[src/rtl/l2_port_arbiter_pkg.sv]
// Shared widths and FSM encoding for the L2 port arbiter.
package l2_port_arbiter_pkg;

  localparam int ADDR_W_DEF = 28;
  localparam int LINE_W_DEF = 128;

  typedef enum logic [1:0] {
    IDLE    = 2'd0,
    SERVE_I = 2'd1,
    SERVE_D = 2'd2,
    RELEASE = 2'd3
  } arb_state_e;

endpackage

[src/rtl/l2_port_arbiter_rr_arb2.sv]
// Two-way round-robin picker: bit0 = I-side, bit1 = D-side; i_prio=1 favours D on a tie.
module rr_arb2 (
  input  logic [1:0] i_req,
  input  logic       i_prio,
  output logic [1:0] o_gnt
);

  always_comb begin
    o_gnt = i_req;
    if (&i_req) o_gnt = i_prio ? 2'b10 : 2'b01;
  end

endmodule

[src/rtl/l2_port_arbiter.sv]
// Shares one L2 port between the L1 I-cache fill path and the L1 D-cache fill/write-back path.
module l2_port_arbiter
  import l2_port_arbiter_pkg::*;
#(
  parameter int ADDR_W = ADDR_W_DEF,
  parameter int LINE_W = LINE_W_DEF
) (
  input  logic              clk,
  input  logic              rst,
  input  logic              icache_read_i,
  input  logic [ADDR_W-1:0] icache_addr_i,
  output logic [LINE_W-1:0] icache_rdata_o,
  output logic              icache_ready_o,
  input  logic              dcache_read_i,
  input  logic              dcache_write_i,
  input  logic [ADDR_W-1:0] dcache_addr_i,
  input  logic [LINE_W-1:0] dcache_wdata_i,
  output logic [LINE_W-1:0] dcache_rdata_o,
  output logic              dcache_ready_o,
  output logic              l2_read_o,
  output logic              l2_write_o,
  output logic [ADDR_W-1:0] l2_addr_o,
  output logic [LINE_W-1:0] l2_wdata_o,
  input  logic [LINE_W-1:0] l2_rdata_i,
  input  logic              l2_ready_i
);

  arb_state_e r_state, w_state_nxt;
  logic       r_prio_d;
  logic [1:0] w_req, w_gnt;

  assign w_req = {dcache_read_i | dcache_write_i, icache_read_i};

  rr_arb2 u_rr (
    .i_req  (w_req),
    .i_prio (r_prio_d),
    .o_gnt  (w_gnt)
  );

  always_ff @(posedge clk) begin
    if (rst) r_state <= IDLE;
    else     r_state <= w_state_nxt;
  end

  always_comb begin
    w_state_nxt = r_state;
    case (r_state)
      IDLE: begin
        if (w_gnt[1])      w_state_nxt = SERVE_D;
        else if (w_gnt[0]) w_state_nxt = SERVE_I;
      end
      SERVE_I, SERVE_D: if (l2_ready_i) w_state_nxt = RELEASE;
      RELEASE:          w_state_nxt = IDLE;
      default:          w_state_nxt = IDLE;
    endcase
  end

  // Grant latches the request; the L2 strobe rises on the same edge the state leaves IDLE.
  always_ff @(posedge clk) begin
    if (rst) begin
      r_prio_d       <= 1'b1;
      icache_rdata_o <= '0;
      icache_ready_o <= 1'b0;
      dcache_rdata_o <= '0;
      dcache_ready_o <= 1'b0;
      l2_read_o      <= 1'b0;
      l2_write_o     <= 1'b0;
      l2_addr_o      <= '0;
      l2_wdata_o     <= '0;
    end else begin
      icache_ready_o <= 1'b0;
      dcache_ready_o <= 1'b0;
      case (r_state)
        IDLE: begin
          if (w_gnt[1]) begin
            // A simultaneous read+write from D is treated as the write.
            l2_addr_o  <= dcache_addr_i;
            l2_write_o <= dcache_write_i;
            l2_read_o  <= ~dcache_write_i;
            l2_wdata_o <= dcache_wdata_i;
          end else if (w_gnt[0]) begin
            l2_addr_o  <= icache_addr_i;
            l2_read_o  <= 1'b1;
            l2_write_o <= 1'b0;
            l2_wdata_o <= '0;
          end
        end
        SERVE_I: begin
          if (l2_ready_i) begin
            l2_read_o      <= 1'b0;
            l2_write_o     <= 1'b0;
            icache_rdata_o <= l2_rdata_i;
            icache_ready_o <= 1'b1;
            r_prio_d       <= 1'b1;
          end
        end
        SERVE_D: begin
          if (l2_ready_i) begin
            l2_read_o      <= 1'b0;
            l2_write_o     <= 1'b0;
            dcache_rdata_o <= l2_rdata_i;
            dcache_ready_o <= 1'b1;
            r_prio_d       <= 1'b0;
          end
        end
        default: ;
      endcase
    end
  end

  a_d_rw_excl: assert property (@(posedge clk) disable iff (rst)
    !(dcache_read_i && dcache_write_i));

  a_ready_in_serve: assert property (@(posedge clk) disable iff (rst)
    l2_ready_i |-> (r_state == SERVE_I || r_state == SERVE_D));

endmodule

[config.mk]
export PLATFORM = sky130hd
export DESIGN_NAME = l2_port_arbiter
export DESIGN_NICKNAME = d
export VERILOG_FILES = /design/src/rtl/l2_port_arbiter_pkg.sv /design/src/rtl/l2_port_arbiter_rr_arb2.sv /design/src/rtl/l2_port_arbiter.sv
export SDC_FILE = /design/constraint.sdc
export NUM_CORES = 1
export LEC_CHECK = 0
export CORE_AREA = 2 2 282 284
export DETAILED_ROUTE_END_ITERATION = 8
export DIE_AREA = 0 0 284 286
export PLACE_DENSITY = 0.51
export SYNTH_ARGS = -nofsm -noshare
export SYNTH_HDL_FRONTEND = slang
export SYNTH_SLANG_ARGS = --single-unit
[constraint.sdc]
create_clock -name clk -period 5 [get_ports clk]
set_clock_uncertainty 0.15 [all_clocks]
set_input_delay 0.5 -clock clk [delete_from_list [all_inputs] [get_ports clk]]
set_output_delay 0.5 -clock clk [all_outputs]
set_load 0.05 [all_outputs]
==> results of run 1 <==
## sequential cells by signal, summed over array words and instances, names as in the netlist
register / count
dcache_rdata_o: 128
icache_rdata_o: 128
l2_wdata_o: 128
l2_addr_o: 28
r_state: 2
dcache_ready_o: 1
icache_ready_o: 1
l2_read_o: 1
l2_write_o: 1
r_prio_d: 1
## routing by layer
layer  share of wire  routed length [um]  vias to the layer above  GRT usage
li1                -                   -                     7486          -
met2            0.48               32000                      549      0.265
met1            0.39               25700                     6977      0.171
met3            0.10                6900                       82     0.0669
met4           0.026                1740                        4     0.0464
met5         0.00036                  24                        -          0
## cell families after synthesis
family / Yosys count / share of synthesized area
and+or+nand+nor: 844 / 0.225
AOI/OAI and AO/OA: 455 / 0.159
DFF: 419 / 0.562
buffers and inverters: 159 / 0.0492
adders and majority gates: 5 / 0.00419
## cell type report
type | count | area (um^2)
clock inverter | 10 | 163
antenna | 1 | 2.50
sequential | 419 | 8390
tap | 1050 | 1310
clock buffer | 71 | 1440
timing repair buffer | 756 | 7640
fill | 8420 | 53600
multi-input combinational | 1304 | 5830
inverter | 2 | 7.51
## cells in the final DEF (no fill, tap or decap), types with 2 or more instances in the layout
master             n
clkdlybuf4s50_1  732
nand2_1          672
dfxtp_1          419
a21oi_1          416
nand3_1          128
clkbuf_16         51
nor2_1            32
a211oi_1          28
buf_4             13
clkbuf_1          11
buf_12            10
clkbuf_8           9
ha_1               5
bufinv_16          4
o21ai_0            3
o21a_1             2
inv_1              2
and2_4             2
nand2_4            2
nand2b_1           2
clkinv_2           2
clkinvlp_4         2
## worst paths after layout
kind | from | to | slack, ns | depth (start not counted)
worst max register to register | r_state[1] | l2_wdata_o[21] | 2.49 | 6
worst min register to register | l2_wdata_o[57] | l2_wdata_o[57] | 0.30 | 2
worst max-delay path | dcache_rdata_o[71] | dcache_rdata_o[71] | 2.42 | 1
worst min-delay path | l2_wdata_o[57] | l2_wdata_o[57] | 0.30 | 2
## where the power goes
part / switching (mW) / total, mW / internal [mW]
Sequential: 0.286 / 4.17 / 3.89
Clock: 1.46 / 3.65 / 2.19
Combinational: 3.72 / 5.41 / 1.68
Total: 5.47 / 13.2 / 7.76
==> run_results.csv, run 1 <==
group,metric,value,unit
power_and_ir_drop,ir_worst_vdd,0.322,mV
yosys,synth_top_area_share,0.562,
final_layout,instances_no_fill,3613,
floorplan,io_pins,734,
global_route,grt_max_degree,145,
yosys,yosys-top-cells-count,"nand2_1, dfxtp_1, a21oi_1, nand3_1, buf_2",
clocking,post_cts_buffers,0,
placement,portBuffers,733,
global_route,grt-ovfl-total,0,
floorplan,core,0.0784,mm^2
clocking,cts_tree,"yes",
final_layout,drive_above_1_share,0.0402,
detailed_routing,viasPerCell,4.18,
timing,post-route-period-util,0.517,
detailed_routing,wirelength,66400,um
final_layout,fin_nets,2855,
critical_path,cp_slowest_cell,"clkdlybuf4s50_1",
yosys,synth.most_common_cell,"nand2_1",
timing,rsz0062_at_grt,"false",
timing,slew_headroom,0.304,
clocking,htreeDepth,2,
critical_path,cp.required,4.35,ns
critical_path,slowest_delay,0.99,ns
timing,whs,0.298,ns
floorplan,die_y,286,um
global_route,antenna_found_initial,3,
yosys,avgSynthCellArea,7.93,um^2
clocking,cts.sink_count,419,
timing,finalSetupViolations,0,
detailed_routing,vias,15100,
yosys,synth_ff_type,"dfxtp_1",
yosys,ys_ff_latch,419,
critical_path,cp.arrival,1.93,ns
placement,pre_cts_slack,2.06,ns
timing,fin_ws,2.42,ns
final_layout,fin_area,0.0248,mm^2
detailed_routing,drt-pass1-iter-count,5,
global_route,grt_first_pass_wirelength,96400,um
critical_path,cp-end-kind,"primary output",
yosys,synthTopCellsByArea,"dfxtp_1, nand2_1, a21oi_1",
flow_run,maxCapViolCount,0,
placement,placedCellCount,3531,
yosys,synth_seq_area_share,0.562,
timing,worst_pin_slew,1.04,ns
yosys,netlist_instances,1882,
power_and_ir_drop,cellLeakagePower,8.47,nW
floorplan,fp.dieArea,0.0812,mm^2
power_and_ir_drop,p_per_area,534,mW/mm^2
detailed_routing,ant_nets,0,
floorplan,die_w,284,um
critical_path,timing.critical_path.buf_inv,1,
min_path,min_path_type,"flip-flop to flip-flop",
critical_path,critPathMaxFanout,2,
timing,slew_viol_final,0,
timing,finalHoldViolations,0,
critical_path,start_kind,"flip-flop",
clocking,ctsResizeCount,0,
clocking,clockBufferDepth,3,
final_layout,final_core_util,0.316,
critical_path,path_delay_family,"buffers and inverters",
yosys,yosysTopAreaCell,"dfxtp_1",
detailed_routing,drt_iter0_markers,735,
placement,place_area,0.0232,mm^2
power_and_ir_drop,p_total,13.2,mW
yosys,synth-async-reset-ratio,0,
timing,fmax,387,MHz
yosys,yosysWarnings,0,
final_layout,area_delta_synth_final,66.1,%
critical_path,crit_path_cell_trace,"clkdlybuf4s50_1",
clocking,holdBufCountCts,0,
yosys,synth_edf_count,0,
timing,min_period,2.58,ns
detailed_routing,drc,0,
timing,tns,0,ns
clocking,clk_pin_slew,0.06,ns
placement,place.gp.congestion,0.813,
run_status,status,"complete, no violations",
yosys,syn_nets,2205,
floorplan,initial_core_util,0.190,
critical_path,path_class,"flip-flop to primary output",
clocking,cts-buffers-inserted,49,
yosys,synth_cell_types,29,
clocking,clkLatencyLatePin,0.56,ns
detailed_routing,wl_per_cell,18.4,um
global_route,grtUsageTotal,0.154,
yosys,synth_area,0.0149,mm^2
placement,place_hpwl,46300,um
clocking,cts-root-buf,"clkbuf_16",
global_route,grt_pass1_vias,14800,
floorplan,rows,103,
No activity file was read; power rests on OpenSTA's default activity.
==> run 2, diff against run 1 <==
- CORE_AREA: 2 2 282 284 -> 2 2 284 286
- DIE_AREA: 0 0 284 286 -> 0 0 286 288
- clock period: 5 -> 2.63 ns (I/O delays scaled with it)
==> run 2 against run 1 <==
Effect of this change: setup slack got worse by 2.2 ns; sequential power increased by 91%; register-to-register slack got worse by 2.0 ns; critical path depth unchanged; critical endpoint is now l2_wdata_o[79].
==> run_results.csv, run 2 (same netlist as run 1, synthesis figures left out) <==
group,metric,value,unit
run_status,status,"complete, no violations",
detailed_routing,drt-pass1-iter-count,4,
critical_path,path_class,"flip-flop to primary output",
final_layout,layout_common_cells,"clkdlybuf4s50_1, nand2_1, dfxtp_1, a21oi_1, nand3_1",
critical_path,cp.arrival,1.96,ns
critical_path,crit_path_cell_trace,"clkdlybuf4s50_1",
critical_path,start_kind,"flip-flop",
placement,portBuffers,733,
final_layout,instances_no_fill,3677,
global_route,grt_pass1_vias,15100,
final_layout,final_common_cell,"clkdlybuf4s50_1",
clocking,htreeDepth,2,
timing,rsz0062_at_grt,"false",
min_path,min_path_type,"primary input to flip-flop",
clocking,cts.sink_count,419,
timing,worst_pin_slew,0.801,ns
global_route,grt_max_degree,103,
timing,finalHoldViolations,0,
detailed_routing,vias,15400,
detailed_routing,ant_nets,0,
critical_path,critPathMaxFanout,2,
flow_run,maxCapViolCount,0,
floorplan,fp.dieArea,0.0824,mm^2
timing,finalSetupViolations,0,
detailed_routing,wl_per_cell,18.7,um
detailed_routing,wl_met1,26300,um
critical_path,cp-end-kind,"primary output",
timing,slew_viol_final,0,
detailed_routing,drc,0,
critical_path,cp_slowest_cell,"clkdlybuf4s50_1",
power_and_ir_drop,seqPwrFrac,0.308,
critical_path,r2r_slack,0.51,ns
detailed_routing,routed.top_layer,"met5",
critical_path,timing.critical_path.buf_inv,1,
power_and_ir_drop,p_per_area,1020,mW/mm^2
clocking,clockBufferDepth,3,
final_layout,area_delta_synth_final,70.1,%
floorplan,die_w,286,um
clocking,clk_pin_slew,0.06,ns
placement,placedCellCount,3587,
power_and_ir_drop,swShare,0.407,
final_layout,fin_nets,2902,
timing,whs,0.0906,ns
critical_path,slowest_delay,0.87,ns
power_and_ir_drop,power.clock.fraction,0.280,
power_and_ir_drop,p_comb_frac,0.411,
detailed_routing,wirelength,68900,um
placement,place_hpwl,50700,um
critical_path,cp.required,2.22,ns
final_layout,final_core_util,0.319,
floorplan,core,0.0796,mm^2
power_and_ir_drop,cellLeakagePower,8.81,nW
timing,post-route-period-util,0.901,
clocking,cts-root-buf,"clkbuf_16",
timing,slew_headroom,0.464,
power_and_ir_drop,ir_worst_vdd,0.598,mV
global_route,grt_first_pass_wirelength,99200,um
global_route,grt-ovfl-total,0,
final_layout,largest_registers,"dcache_rdata_o (128), icache_rdata_o (128), l2_wdata_o (128)",
final_layout,fillers,8469,
power_and_ir_drop,p_int,15.3,mW
global_route,grtUsageTotal,0.159,
clocking,cts_tree,"yes",
timing,tns,0,ns
floorplan,rows,104,
floorplan,initial_core_util,0.187,
timing,fmax,422,MHz
detailed_routing,wl_met3,7360,um
floorplan,die_y,288,um
critical_path,path_delay_family,"buffers and inverters",
detailed_routing,wl_met2,33000,um
floorplan,io_pins,734,
detailed_routing,drt_iter0_markers,635,
power_and_ir_drop,p_total,25.8,mW
placement,place.gp.congestion,0.806,
detailed_routing,viasPerCell,4.18,
clocking,clkLatencyLatePin,0.57,ns
power_and_ir_drop,p_sw,10.5,mW
global_route,antenna_found_initial,9,
timing,min_period,2.37,ns
final_layout,drive_above_1_share,0.0604,
clocking,cts-buffers-inserted,49,
==> run 2: changes by cell type in the layout (fill, tap and decap cells not counted), moves of 2 or more <==
cell        before  now
buf_12          10   20
buf_4           13   49
bufinv_16        4    7
clkbuf_1        11    8
clkbuf_16       51   49
clkbuf_8         9   12
clkinv_2         2    9
clkinvlp_4       2    0
==> run 2: stage by stage <==
| stage | setup WS, ns | area (um^2) |
|---|---|---|
| 2_1_floorplan | 0.892 | 14900 |
| 3_3_place_gp | 0.358 | 23700 |
| 3_5_place_dp | 0.312 | 23700 |
| 4_1_cts | 0.158 | 25400 |
| 5_1_grt | 0.196 | 25400 |
| 6_report | 0.259 | 25400 |
==> run 2: final timing paths <==
check	start	end	cells past startpoint
max	l2_wdata_o[79]	l2_wdata_o[79]	1
min	icache_addr_i[11]	l2_addr_o[11]	3
max reg2reg	r_state[1]	icache_rdata_o[33]	7
min reg2reg	l2_wdata_o[8]	l2_wdata_o[8]	2
==> run 2: worst min-delay path: cells and delay by family <==
kind / cells / cell delay, ns
buffers and inverters: 1 / 0.39
and+or+nand+nor: 1 / 0.05
AOI/OAI and AO/OA: 1 / 0.05
==> run 2: area by class of cell <==
| cell class | instances | area (um^2) | area share |
|---|---|---|---|
| sequential | 419 | 8390 | 0.331 |
| timing repair buffer | 803 | 8120 | 0.320 |
| multi-input combinational | 1304 | 5830 | 0.230 |
| clock buffer | 69 | 1420 | 0.0560 |
| tap | 1060 | 1330 | 0.0523 |
| clock inverter | 18 | 273 | 0.0107 |
| inverter | 2 | 7.51 | 0.000296 |
| antenna | 2 | 5.00 | 0.000197 |
==> run 2: per-layer routing <==
metal	vias up	track usage
met5	-	0
met4	8	0.0529
met3	97	0.0714
met2	551	0.271
met1	7106	0.174
li1	7594	-
==> run 2: timing repair <==
action | CTS | global route
hold buffers | 1 | 0
endpoints found under the hold margin | 11 | 0
buffers inserted | 0 | 0
gates resized for setup | 0 | 0
==> run 2: power groups by stage <==
stage	clock [mW]	combinational, mW	sequential, mW
2_1_floorplan	0	3.12	11.5
3_3_place_gp	0	10.8	8.09
3_5_place_dp	0	10.7	8.11
4_1_cts	7.51	10.8	7.99
5_1_grt	7.77	11.3	8.09
6_report	7.25	10.6	7.97
==> run 3, diff against run 2 <==
- CTS_CLUSTER_DIAMETER: unset -> 150
- PLACE_DENSITY: 0.51 -> 0.45
==> run 3 against run 2 <==
Effect of this change: combinational power barely moved; setup slack improved by 0.040 ns; sequential share of layout area barely moved; critical endpoint is now l2_wdata_o[88]; clock power fell by 5.1%.
==> run_results.csv, run 3 (same netlist as run 1, synthesis figures left out) <==
group,metric,value,unit
run_status,status,"complete, no violations",
timing,worst_pin_slew,1.29,ns
min_path,whs_path_depth,3,
final_layout,instances_no_fill,3679,
clocking,clkLatencyLatePin,0.57,ns
detailed_routing,drt_iter0_markers,624,
timing,tns,0,ns
power_and_ir_drop,ir_worst_vdd,0.529,mV
timing,fin_ws,0.299,ns
floorplan,core,0.0796,mm^2
detailed_routing,viasPerCell,4.23,
clocking,cts_tree,"yes",
clocking,clockBufferDepth,3,
timing,post-route-period-util,0.886,
detailed_routing,vias,15600,
floorplan,io_pins,734,
placement,place.gp.congestion,0.877,
critical_path,r2r-end,"l2_wdata_o[32]",
floorplan,die_w,286,um
clocking,cts.sink_count,419,
detailed_routing,wirelength,68900,um
power_and_ir_drop,cellLeakagePower,8.77,nW
placement,place_hpwl,50800,um
timing,rsz0062_at_grt,"false",
detailed_routing,drt-pass1-iter-count,4,
min_path,min_from,"icache_addr_i[8]",
critical_path,cp.required,2.22,ns
global_route,grtUsageTotal,0.159,
final_layout,final_core_util,0.318,
min_path,min_path_type,"primary input to flip-flop",
global_route,grt_pass1_vias,15500,
placement,pre_cts_slack,0.123,ns
clocking,htreeDepth,2,
final_layout,largest_registers,"dcache_rdata_o (128), icache_rdata_o (128), l2_wdata_o (128)",
final_layout,area_delta_synth_final,69.9,%
critical_path,r2r_slack,0.68,ns
timing,finalSetupViolations,0,
placement,placedCellCount,3582,
floorplan,initial_core_util,0.187,
timing,fmax,429,MHz
critical_path,cp.arrival,1.92,ns
global_route,grt-ovfl-total,0,
timing,slew_headroom,0.141,
timing,finalHoldViolations,0,
clocking,clk_pin_slew,0.06,ns
placement,portBuffers,733,
critical_path,timing.critical_path.buf_inv,1,
timing,min_period,2.33,ns
floorplan,rows,104,
critical_path,slowest_delay,0.86,ns
critical_path,reg2reg_depth,7,
timing,slew_viol_final,0,
critical_path,critPathMaxFanout,2,
critical_path,r2r-start,"r_state[1]",
final_layout,final_common_cell,"clkdlybuf4s50_1",
clocking,cts-buffers-inserted,51,
critical_path,crit_path_cell_trace,"clkdlybuf4s50_1",
final_layout,drive_above_1_share,0.0603,
critical_path,start_kind,"flip-flop",
min_path,min_to,"l2_addr_o[8]",
clocking,cts-root-buf,"clkbuf_16",
power_and_ir_drop,p_per_area,1010,mW/mm^2
final_layout,layout_common_cells,"clkdlybuf4s50_1, nand2_1, dfxtp_1, a21oi_1, nand3_1",
critical_path,path_delay_family,"buffers and inverters",
power_and_ir_drop,p_total,25.5,mW
detailed_routing,wl_per_cell,18.7,um
floorplan,die_y,288,um
flow_run,maxCapViolCount,0,
critical_path,path_class,"flip-flop to primary output",
critical_path,cp_slowest_cell,"clkdlybuf4s50_1",
final_layout,fin_nets,2899,
final_layout,fillers,8414,
final_layout,antenna_cells,0,
global_route,grt_max_degree,87,
detailed_routing,drc,0,
detailed_routing,ant_nets,0,
global_route,grt_first_pass_wirelength,100000,um
critical_path,cp-end-kind,"primary output",
global_route,antenna_found_initial,4,
floorplan,fp.dieArea,0.0824,mm^2
[run 3: what timing repair did]
| item | 4_1_cts | 5_1_grt |
|---|---|---|
| buffers inserted | 0 | 0 |
| setup endpoints to repair | 0 | 0 |
| hold endpoints to repair | 44 | 0 |
| hold buffers | 1 | 0 |
| gates resized for setup | 0 | 0 |
[run 3: per-layer routing]
| layer | global-route usage | share of wire | vias up |
|---|---|---|---|
| met5 | 0 | 0.00068 | - |
| met4 | 0.0527 | 0.031 | 8 |
| met3 | 0.0708 | 0.11 | 104 |
| met2 | 0.276 | 0.49 | 608 |
| met1 | 0.172 | 0.38 | 7245 |
| li1 | - | - | 7591 |
[run 3: layout make-up]
| class | instances | area (um^2) | share of cell area |
|---|---|---|---|
| clock inverter | 16 | 114 | 0.00449 |
| multi-input combinational | 1304 | 5830 | 0.230 |
| inverter | 2 | 7.51 | 0.000296 |
| sequential | 419 | 8390 | 0.331 |
| clock buffer | 80 | 1540 | 0.0606 |
| tap | 1060 | 1330 | 0.0523 |
| timing repair buffer | 798 | 8150 | 0.321 |
[run 3: how the worst max path moves through the flow]
stage / from / end / cells after the start
2_1_floorplan: r_state[0] / r_state[0] / 6
3_3_place_gp: dcache_write_i / l2_addr_o[26] / 4
3_5_place_dp: dcache_write_i / l2_addr_o[23] / 4
4_1_cts: l2_wdata_o[88] / l2_wdata_o[88] / 1
5_1_grt: l2_wdata_o[88] / l2_wdata_o[88] / 1
6_report: l2_wdata_o[88] / l2_wdata_o[88] / 1
[run 3: where the power goes]
group          internal [mW]  leakage (nW)  switching, mW
clock network           4.02         0.808           2.87
logic                   3.52          4.55           7.15
registers               7.39          3.42          0.576
total                   14.9          8.77           10.6
[run 3: metrics by stage]
stage               area, um^2  hold slack (ns)
floorplan                14900            0.249
global placement         23700            0.288
detailed placement       23700            0.296
CTS                      25400           0.0325
global route             25400           0.0533
finish                   25400           0.0898
